**config.mk**
```make
export PLATFORM = sky130hd
export DESIGN_NAME = store_queue
export DESIGN_NICKNAME = d
export VERILOG_FILES = /design/src/rtl/store_queue_pkg.sv /design/src/rtl/store_queue_fifo.sv /design/src/rtl/store_queue.sv
export SDC_FILE = /design/constraint.sdc
export NUM_CORES = 1
export LEC_CHECK = 0
export ABC_CLOCK_PERIOD_IN_PS = 11350
export CAP_MARGIN = 20
export CORE_ASPECT_RATIO = 0.9
export CORE_UTILIZATION = 36
export DETAILED_ROUTE_END_ITERATION = 10
export PLACE_DENSITY = 0.6
export SLEW_MARGIN = 15
export SYNTH_ARGS = -nofsm -noshare
export SYNTH_HDL_FRONTEND = slang
export SYNTH_SLANG_ARGS = --single-unit
```
**constraint.sdc**
```tcl
create_clock -name clk -period 11.35 [get_ports clk]
set_input_delay 2.8375 -clock clk [delete_from_list [all_inputs] [get_ports clk]]
set_output_delay 2.8375 -clock clk [all_outputs]
set_load 0.005 [all_outputs]
```
**src/rtl/store_queue_pkg.sv**
```systemverilog
// Shared types and helpers for the store queue: entry layout, store lengths,
// byte-lane masks and length legality.
package store_queue_pkg;

    localparam int SQ_ADDR_W = 32;
    localparam int SQ_DATA_W = 32;

    localparam logic [SQ_DATA_W-1:0] LEN_B = 1;
    localparam logic [SQ_DATA_W-1:0] LEN_H = 2;
    localparam logic [SQ_DATA_W-1:0] LEN_W = 4;

    typedef struct packed {
        logic [SQ_ADDR_W-1:0] addr;
        logic [SQ_DATA_W-1:0] data;
        logic [SQ_DATA_W-1:0] len;
    } sq_entry_t;

    // Lanes beyond the word are dropped; an unknown length covers the whole word.
    function automatic logic [3:0] byte_mask(input logic [1:0] lane,
                                             input logic [SQ_DATA_W-1:0] len);
        logic [3:0] mask;
        case (len)
            LEN_B:   mask = 4'b0001 << lane;
            LEN_H:   mask = 4'b0011 << lane;
            LEN_W:   mask = 4'b1111 << lane;
            default: mask = 4'b1111;
        endcase
        return mask;
    endfunction

    function automatic logic len_legal(input logic [SQ_DATA_W-1:0] len);
        return (len == LEN_B) || (len == LEN_H) || (len == LEN_W);
    endfunction

endpackage

```
**src/rtl/store_queue_fifo.sv**
```systemverilog
// Circular FIFO of store entries; exposes the raw entry array and a per-slot
// valid vector so the owner can scan pending stores.
module store_queue_fifo
    import store_queue_pkg::*;
#(
    parameter int DEPTH = 4
) (
    input  logic                         clk,
    input  logic                         rst,
    input  logic                         push,
    input  sq_entry_t                    wr_entry,
    input  logic                         pop,
    output sq_entry_t                    head,
    output logic [$clog2(DEPTH):0]       count,
    output sq_entry_t                    entries [DEPTH],
    output logic [DEPTH-1:0]             valid
);

    localparam int PW = $clog2(DEPTH);

    logic [PW-1:0]    wr_ptr;
    logic [PW-1:0]    rd_ptr;
    logic [DEPTH-1:0] valid_d;
    sq_entry_t        mem [DEPTH];

    always_comb begin
        valid_d = valid;
        if (pop)  valid_d[rd_ptr] = 1'b0;
        if (push) valid_d[wr_ptr] = 1'b1;
    end

    // Pointers are exactly log2(DEPTH) bits wide, so they wrap on their own.
    always_ff @(posedge clk or posedge rst) begin
        if (rst) begin
            wr_ptr <= '0;
            rd_ptr <= '0;
            count  <= '0;
            valid  <= '0;
        end else begin
            if (push) wr_ptr <= wr_ptr + 1'b1;
            if (pop)  rd_ptr <= rd_ptr + 1'b1;
            if (push && !pop)      count <= count + 1'b1;
            else if (pop && !push) count <= count - 1'b1;
            valid <= valid_d;
        end
    end

    always_ff @(posedge clk) begin
        if (push) mem[wr_ptr] <= wr_entry;
    end

    assign head    = mem[rd_ptr];
    assign entries = mem;

endmodule

```
**src/rtl/store_queue.sv**
```systemverilog
// Store queue in front of the memory write port: validates LSU stores, drains
// one per cycle, and flags loads that overlap a pending store.
module store_queue
    import store_queue_pkg::*;
#(
    parameter int                    DEPTH       = 4,
    parameter int                    ADDR_WIDTH  = 32,
    parameter int                    DATA_WIDTH  = 32,
    parameter logic [ADDR_WIDTH-1:0] ORIGIN_ADDR = 32'h80000000,
    parameter logic [ADDR_WIDTH-1:0] MEM_SIZE    = 32'h08000000
) (
    input  logic                  clk,
    input  logic                  rst,
    input  logic                  st_valid,
    output logic                  st_ready,
    input  logic [ADDR_WIDTH-1:0] st_addr,
    input  logic [DATA_WIDTH-1:0] st_data,
    input  logic [DATA_WIDTH-1:0] st_len,
    output logic                  dw_en,
    output logic [ADDR_WIDTH-1:0] dw_addr,
    output logic [DATA_WIDTH-1:0] dw_data,
    output logic [DATA_WIDTH-1:0] dw_len,
    input  logic [ADDR_WIDTH-1:0] ld_addr,
    input  logic [DATA_WIDTH-1:0] ld_len,
    output logic                  ld_conflict,
    input  logic                  fence_req,
    output logic                  fence_done,
    output logic                  err,
    output logic [ADDR_WIDTH-1:0] err_addr,
    input  logic                  err_clr
);

    localparam int                  CW     = $clog2(DEPTH) + 1;
    localparam logic [CW-1:0]       FULL   = CW'(DEPTH);
    localparam logic [ADDR_WIDTH:0] WIN_LO = {1'b0, ORIGIN_ADDR};
    localparam logic [ADDR_WIDTH:0] WIN_HI = {1'b0, ORIGIN_ADDR} + {1'b0, MEM_SIZE};

    logic [CW-1:0]       count;
    sq_entry_t           head;
    sq_entry_t           wr_entry;
    sq_entry_t           entries [DEPTH];
    logic [DEPTH-1:0]    valid;
    logic                accept, aligned, in_range, st_legal, push, reject, pop;
    logic [ADDR_WIDTH:0] st_end;
    logic [3:0]          ld_mask;

    // Handshake: a store transfers on a clk edge where st_valid && st_ready;
    // st_ready depends only on registered state and fence_req, never on st_valid,
    // and a rejected store still completes its handshake.
    assign st_ready = !rst && (count != FULL) && !fence_req;
    assign accept   = st_valid && st_ready;

    always_comb begin
        aligned = 1'b1;
        case (st_len)
            LEN_H:   aligned = !st_addr[0];
            LEN_W:   aligned = (st_addr[1:0] == 2'b00);
            default: aligned = 1'b1;
        endcase
    end

    // One extra bit so a window end computed past the top of the address space
    // is seen as out of range rather than wrapping.
    assign st_end   = {1'b0, st_addr} + (ADDR_WIDTH + 1)'(st_len);
    assign in_range = ({1'b0, st_addr} >= WIN_LO) && (st_end <= WIN_HI);
    assign st_legal = len_legal(st_len) && aligned && in_range;

    assign push   = accept && st_legal;
    assign reject = accept && !st_legal;
    assign pop    = (count != '0);

    always_comb begin
        wr_entry      = '0;
        wr_entry.addr = st_addr;
        wr_entry.data = st_data;
        wr_entry.len  = st_len;
    end

    store_queue_fifo #(.DEPTH(DEPTH)) u_fifo (
        .clk      (clk),
        .rst      (rst),
        .push     (push),
        .wr_entry (wr_entry),
        .pop      (pop),
        .head     (head),
        .count    (count),
        .entries  (entries),
        .valid    (valid)
    );

    assign dw_en   = pop;
    assign dw_addr = pop ? head.addr : '0;
    assign dw_data = pop ? head.data : '0;
    assign dw_len  = pop ? head.len  : '0;

    assign fence_done = !rst && fence_req && (count == '0);

    // The slot draining this cycle is still valid here, so it keeps stalling loads.
    always_comb begin
        ld_mask     = byte_mask(ld_addr[1:0], ld_len);
        ld_conflict = 1'b0;
        for (int i = 0; i < DEPTH; i++) begin
            if (valid[i] && (entries[i].addr[ADDR_WIDTH-1:2] == ld_addr[ADDR_WIDTH-1:2]) &&
                ((byte_mask(entries[i].addr[1:0], entries[i].len) & ld_mask) != 4'b0000))
                ld_conflict = 1'b1;
        end
    end

    always_ff @(posedge clk or posedge rst) begin
        if (rst) begin
            err      <= 1'b0;
            err_addr <= '0;
        end else if (reject) begin
            err <= 1'b1;
            if (!err || err_clr) err_addr <= st_addr;
        end else if (err_clr) begin
            err <= 1'b0;
        end
    end

endmodule

```
==> flow_summary.yaml, run 1 <==
grt:
  grt_pass1_vias: 13700
  grt_pass1_wl_mm: 92.1
  grt_antenna_before_repair: 3
  grtUsageTotal_pct: 21.0
  grt_start_max_net_pins: 104
  grt_overflow: 0
logic_synthesis:
  synth-edff-count: 384
  synth.most_common_cell: "edfxtp_1"
  ys_seq_area_share_pct: 59.5
  synth.top_cells.by_area: "edfxtp_1 54%, mux4_2 10%, dfrtp_1 5.2%, xnor2_1 4.1%, and2_1 3.0%"
  syn_avg_cell_area_um2: 14.6
  netlist_area_mm2: 0.0212
  synth_ff_type: "edfxtp_1"
  async_reset_ff_share_pct: 10.3
  syn_nets: 1659
  yosys.area.top_type_share_pct: 54.3
  synth_top_cell_by_area: "edfxtp_1"
  syn-instance-count: 1452
  ys_ff_latch: 428
  netlist_top_cells_count: "384 x edfxtp_1, 101 x and2_1, 100 x xnor2_1"
  yosys_warnings: 0
  synth_cell_types: 84
layout:
  fin_cells: 2550
  fillerInstances: 5166
  nNetsFinal: 1945
  layout-drive-gt1-share_pct: 13.2
  area_delta_synth_final_pct: 24.6
  antennaDiodeCount: 0
critical_path:
  worstPathMaxFanout: 6
  reg2reg_from: "u_fifo.count[0]"
  r2r_cells: 9
  startpoint_type: "primary input"
  cp-end-kind: "primary output"
  worst-setup-path-type: "primary input to primary output"
  crit_start: "ld_len[8]"
  cp_data_arrival_time_ns: 6.78
  reg2reg_slack_ns: 7.66
  crit_required_ns: 8.51
  timing.rr.end: "u_fifo.entries[84]"
cts:
  cts_resized: 0
  clock_latency_ns: 0.59
  htreeDepth: 2
  clockRootBuffer: "clkbuf_16"
  path_clk_slew_ns: 0.06
  post_cts_buffers: 0
  holdBufCountCts: 0
  cts_buffers: 48
  tritoncts: "done"
  clkSinkCount: 428
  clk_path_buf_depth: 3
power:
  power.density_mw_per_mm2: 137
  finalPower_mw: 3.62
  leakage_nw: 8.83
  peakVddDrop_mv: 0.0980
placed_design:
  place_inst: 2461
  hpwlAfterDp_mm: 45.1
  gp_congestion: 0.913
  numPortBuffers: 297
hold_path:
  holdPathStages: 1
  whs_endpoint: "u_fifo.count[1]"
  hold_path.class: "flip-flop to flip-flop"
  hp-start: "u_fifo.count[1]"
die:
  io_pins: 298
  fp.dieW_um: 258
  rows: 84
  start_util_pct: 36.4
  core_region_area_mm2: 0.0583
  die_area_mm2: 0.0599
  die_h_um: 232
drt:
  drtPass1Iterations: 5
  routed_wl_mm: 63.6
  remaining_drc_errors: 0
  via_per_inst: 5.44
  antenna_left: 0
  num_vias: 13900
  wl_per_cell_um: 24.9
  drt_iter0_drc: 1201
timing:
  hold_viol_final: 0
  finalCritPeriodShare_pct: 84.7
  fin_crit_ns: 9.62
  tns_ns: 0
  final-setup-viol-count: 0
  slew_violations: 0
  fmax_mhz: 104
  tightest_slew_ns: 1.09
  relSlewSlack_pct: 27.1
  rsz0062_at_grt: "no"
  finalClockSkew_ns: 0.0139
outcome:
  status: "completed"
flow_run:
  maxCapViolations: 0
[worst max-delay path, stage by stage]
cell	delay [ns]
clkdlybuf4s50_1	0.41
nor4_1	0.30
nand2_1	0.10
nor4_1	0.73
o21ai_0	0.47
or4b_2	0.70
o21ai_0	0.09
a22oi_1	0.08
nor4_1	0.29
o221ai_1	0.15
clkdlybuf4s50_1	0.60
[per-layer routing]
layer  share of wire, %  up-vias  GRT usage, %
li1                   -     6266             -
met1                 44     7030          29.7
met2                 47      498          33.5
met3                6.4       82          3.61
met4                2.2        2          5.14
met5              0.014        -             0
[power breakdown]
group,switching [mW],internal [mW]
combinational,0.190,0.200
clock,0.633,0.838
sequential,0.0186,1.74
total,0.842,2.78
[layout by cell type (no fill, tap or decap), types with 5 or more instances in the layout]
cell | Yosys | final
a31oi_1 | 8 | 8
mux4_2 | 96 | 96
o21ai_0 | 50 | 50
mux2_4 | 30 | 30
dfrtp_1 | 44 | 42
a211oi_1 | 13 | 13
a22oi_1 | 5 | 5
nand2b_1 | 5 | 5
and2_1 | 101 | 101
edfxtp_1 | 384 | 384
nand3_1 | 12 | 12
nand4_1 | 43 | 43
clkbuf_16 | 0 | 48
buf_4 | 2 | 13
a21oi_1 | 38 | 38
xor2_1 | 43 | 43
o211ai_1 | 6 | 6
inv_1 | 32 | 31
o22ai_1 | 7 | 7
o21bai_1 | 5 | 5
clkbuf_1 | 44 | 16
nor2_1 | 48 | 44
clkinv_1 | 0 | 8
clkdlybuf4s50_1 | 0 | 297
nand2_1 | 62 | 62
xnor2_1 | 100 | 100
nor2b_1 | 7 | 7
ha_1 | 41 | 41
o21a_1 | 8 | 8
or4_1 | 6 | 6
nor3_1 | 27 | 27
a21o_1 | 8 | 8
nor4_1 | 57 | 57
[kinds of logic after synthesis]
family | share of synthesized area (%)
flops | 59.5
xor+xnor | 5.90
simple gates | 10.5
compound gates | 6.46
buf+inv | 2.46
fa+ha+maj | 2.51
mux | 12.7
[sequential cells by signal, indices dropped and copies added (netlist names)]
register	flops
err_addr	32
u_fifo.valid	4
err	1
u_fifo.count	3
u_fifo.entries	384
u_fifo.rd_ptr	2
u_fifo.wr_ptr	2
[cell type report]
cell class / instances / area [um^2] / share of cell area [%]
Inverter: 32 / 120 / 0.454
Clock buffer: 65 / 1270 / 4.82
Sequential cell: 428 / 12600 / 47.8
Tap cell: 774 / 968 / 3.66
Multi-Input combinational cell: 915 / 8100 / 30.6
Clock inverter: 23 / 205 / 0.776
Timing Repair Buffer: 313 / 3140 / 11.9
[worst max path at each step]
stage	endpoint	slack (ns)
finish	ld_conflict	1.73
global route	ld_conflict	1.52
CTS	ld_conflict	1.71
detailed placement	ld_conflict	1.71
global placement	ld_conflict	1.84
floorplan	u_fifo.entries[0]	1.18
[through the flow]
step           instance area, um^2  utilization (%)  hold WS (ns)  setup slack (ns)
6_report                     26400             45.3         0.498              1.73
5_1_grt                      26400             45.3         0.522              1.52
4_1_cts                      26400             45.3         0.501              1.71
3_5_place_dp                 24900             42.8         0.492              1.71
3_3_place_gp                 24900             42.8         0.491              1.84
2_1_floorplan                21200                -         0.447              1.18
Power figures use the tool's default switching activity.
==> inputs of run 2 (changes only) <==
--- a/config.mk
+++ b/config.mk
@@ -5,12 +5,12 @@
 export SDC_FILE = /design/constraint.sdc
 export NUM_CORES = 1
 export LEC_CHECK = 0
-export ABC_CLOCK_PERIOD_IN_PS = 11350
+export ABC_CLOCK_PERIOD_IN_PS = 8200
 export CAP_MARGIN = 20
 export CORE_ASPECT_RATIO = 0.9
 export CORE_UTILIZATION = 36
 export DETAILED_ROUTE_END_ITERATION = 10
-export PLACE_DENSITY = 0.6
+export PLACE_DENSITY = 0.62
 export SLEW_MARGIN = 15
 export SYNTH_ARGS = -nofsm -noshare
 export SYNTH_HDL_FRONTEND = slang
==> constraint.sdc (replaced) <==
create_clock -name clk -period 8.2 [get_ports clk]
set_input_delay 2.05 -clock clk [delete_from_list [all_inputs] [get_ports clk]]
set_output_delay 2.05 -clock clk [all_outputs]
set_load 0.005 [all_outputs]
==> flow_summary.yaml, run 2 (same netlist as run 1, synthesis figures left out) <==
outcome:
  status: "completed"
power:
  peakVddDrop_mv: 0.129
  sequentialPowerShare_pct: 47.5
  leakage_nw: 8.90
  p_int_mw: 3.98
  p_comb_share_pct: 10.6
  switching_power_mw: 1.17
  power_switching_share_pct: 22.7
  pwr-share-clk_pct: 42.0
  power.density_mw_per_mm2: 194
critical_path:
  slowest_delay_ns: 0.67
  cp_data_arrival_time_ns: 5.62
  startpoint_type: "primary input"
  worst-setup-path-type: "primary input to primary output"
  path_cells: "clkdlybuf4s50_1 -> nor4_1 -> nand2_1 -> nor4_1 -> buf_4 -> o21ai_0 -> or4b_2 -> o21ai_0 -> a22oi_1 -> nor4_1 -> o221ai_1 -> clkdlybuf4s50_1"
  crit_required_ns: 6.15
  worstPathMaxFanout: 6
  cp_slowest_cell: "or4b_2"
  path_common_cell: "nor4_1"
  cp-end-kind: "primary output"
timing:
  finalClockSkew_ns: 0.0143
  rsz0062_at_grt: "no"
  whs_ns: 0.506
  finalCritPeriodShare_pct: 93.6
  fin_crit_ns: 7.67
  relSlewSlack_pct: 27.0
  tightest_slew_ns: 1.09
  setup_slack_ns: 0.525
  hold_viol_final: 0
  final-setup-viol-count: 0
  fmax_mhz: 130
  slew_violations: 0
cts:
  tritoncts: "done"
  clk_path_buf_depth: 3
  clkSinkCount: 428
  path_clk_slew_ns: 0.05
  clock_latency_ns: 0.59
  cts_buffers: 47
  htreeDepth: 2
  holdBufCountCts: 0
  cts_resized: 0
  post_cts_buffers: 0
  clockRootBuffer: "clkbuf_16"
layout:
  fin_util_pct: 45.5
  final_area_mm2: 0.0266
  area_delta_synth_final_pct: 25.2
  largest_reg_flops: 384
  layout-drive-gt1-share_pct: 13.6
  layout_commonest_cell: "edfxtp_1"
  fin_cells: 2553
  nNetsFinal: 1947
  final_cell_mix: "384 x edfxtp_1, 297 x clkdlybuf4s50_1, 101 x and2_1, 100 x xnor2_1, 96 x mux4_2"
die:
  die_area_mm2: 0.0599
  start_util_pct: 36.4
  rows: 84
  core_region_area_mm2: 0.0583
  fp.dieW_um: 258
  die_h_um: 232
  io_pins: 298
drt:
  drt_iter0_drc: 1129
  num_vias: 13900
  antenna_left: 0
  drtPass1Iterations: 6
  wl_met1_mm: 27.8
  wl_met2_mm: 29.0
  remaining_drc_errors: 0
  met3_length_mm: 3.90
  top_layer_used: "met4"
  routed_wl_mm: 63.1
  via_per_inst: 5.44
  wl_per_cell_um: 24.7
grt:
  grt_pass1_vias: 14000
  grt_overflow: 0
  grtUsageTotal_pct: 20.9
  grt_pass1_wl_mm: 92.1
  grt_start_max_net_pins: 105
  grt_antenna_before_repair: 1
placed_design:
  gp_congestion: 0.897
  numPortBuffers: 297
  dpl-instance-area_mm2: 0.0250
  place_inst: 2465
  pre_cts_ws_ns: 0.518
  hpwlAfterDp_mm: 45.1
flow_run:
  maxCapViolations: 0
hold_path:
  hold_path.class: "flip-flop to flip-flop"
run 2: worst paths after layout:
kind / cells after the start / end / startpoint / slack, ns
min in group asynchronous: 3 / u_fifo.count[0] / rst / 2.01
worst min-delay path: 1 / err_addr[8] / err_addr[8] / 0.51
max in group asynchronous: 3 / u_fifo.rd_ptr[1] / rst / 5.62
worst max register to register: 9 / u_fifo.entries[368] / u_fifo.count[0] / 4.82
worst min register to register: 1 / err_addr[8] / err_addr[8] / 0.51
worst max-delay path: 12 / ld_conflict / ld_len[3] / 0.53
run 2: layout make-up:
| type | count | area, um^2 |
|---|---|---|
| flip-flops and latches | 428 | 12600 |
| repair buffers | 316 | 3170 |
| well taps | 774 | 968 |
| diodes | 1 | 2.50 |
| clock buffers | 59 | 1220 |
| clock inverters | 28 | 343 |
| multi-input cells | 915 | 8100 |
| fillers | 5148 | 31800 |
| inverters | 32 | 120 |
run 2: power by group through the flow:
stage | logic [mW] | clock network [mW] | registers (mW)
6_report | 0.543 | 2.16 | 2.44
5_1_grt | 0.584 | 2.29 | 2.44
4_1_cts | 0.543 | 2.22 | 2.44
3_5_place_dp | 0.539 | 0 | 2.48
3_3_place_gp | 0.538 | 0 | 2.48
2_1_floorplan | 0.256 | 0 | 2.48
run 2: per-stage QoR:
step / TNS (ns) / power, mW
after floorplan: -454.00 / 2.74
after global placement: 0 / 3.02
after detailed placement: 0 / 3.02
after CTS: 0 / 5.20
after global routing: 0 / 5.32
final: 0 / 5.14
run 2: routing by layer:
| metal | up-vias | track usage (%) |
|---|---|---|
| met3 | 102 | 3.58 |
| met4 | 0 | 8.56 |
| met5 | - | 0 |
| met2 | 514 | 32.5 |
| met1 | 7001 | 29.1 |
| li1 | 6260 | - |
run 2: worst max-delay path, delay by kind of cell:
family          cells  cell delay [ns]
simple gates        5             1.72
buf+inv             3             1.24
compound gates      4             0.61
==> inputs of run 3 (changes only) <==
--- a/config.mk
+++ b/config.mk
@@ -10,6 +10,7 @@
 export CORE_ASPECT_RATIO = 0.9
 export CORE_UTILIZATION = 36
 export DETAILED_ROUTE_END_ITERATION = 10
+export HOLD_SLACK_MARGIN = 0.15
 export PLACE_DENSITY = 0.62
 export SLEW_MARGIN = 15
 export SYNTH_ARGS = -nofsm -noshare
==> results of run 3 <==
The final DEF is identical to that of run 2; final timing and power are the same.
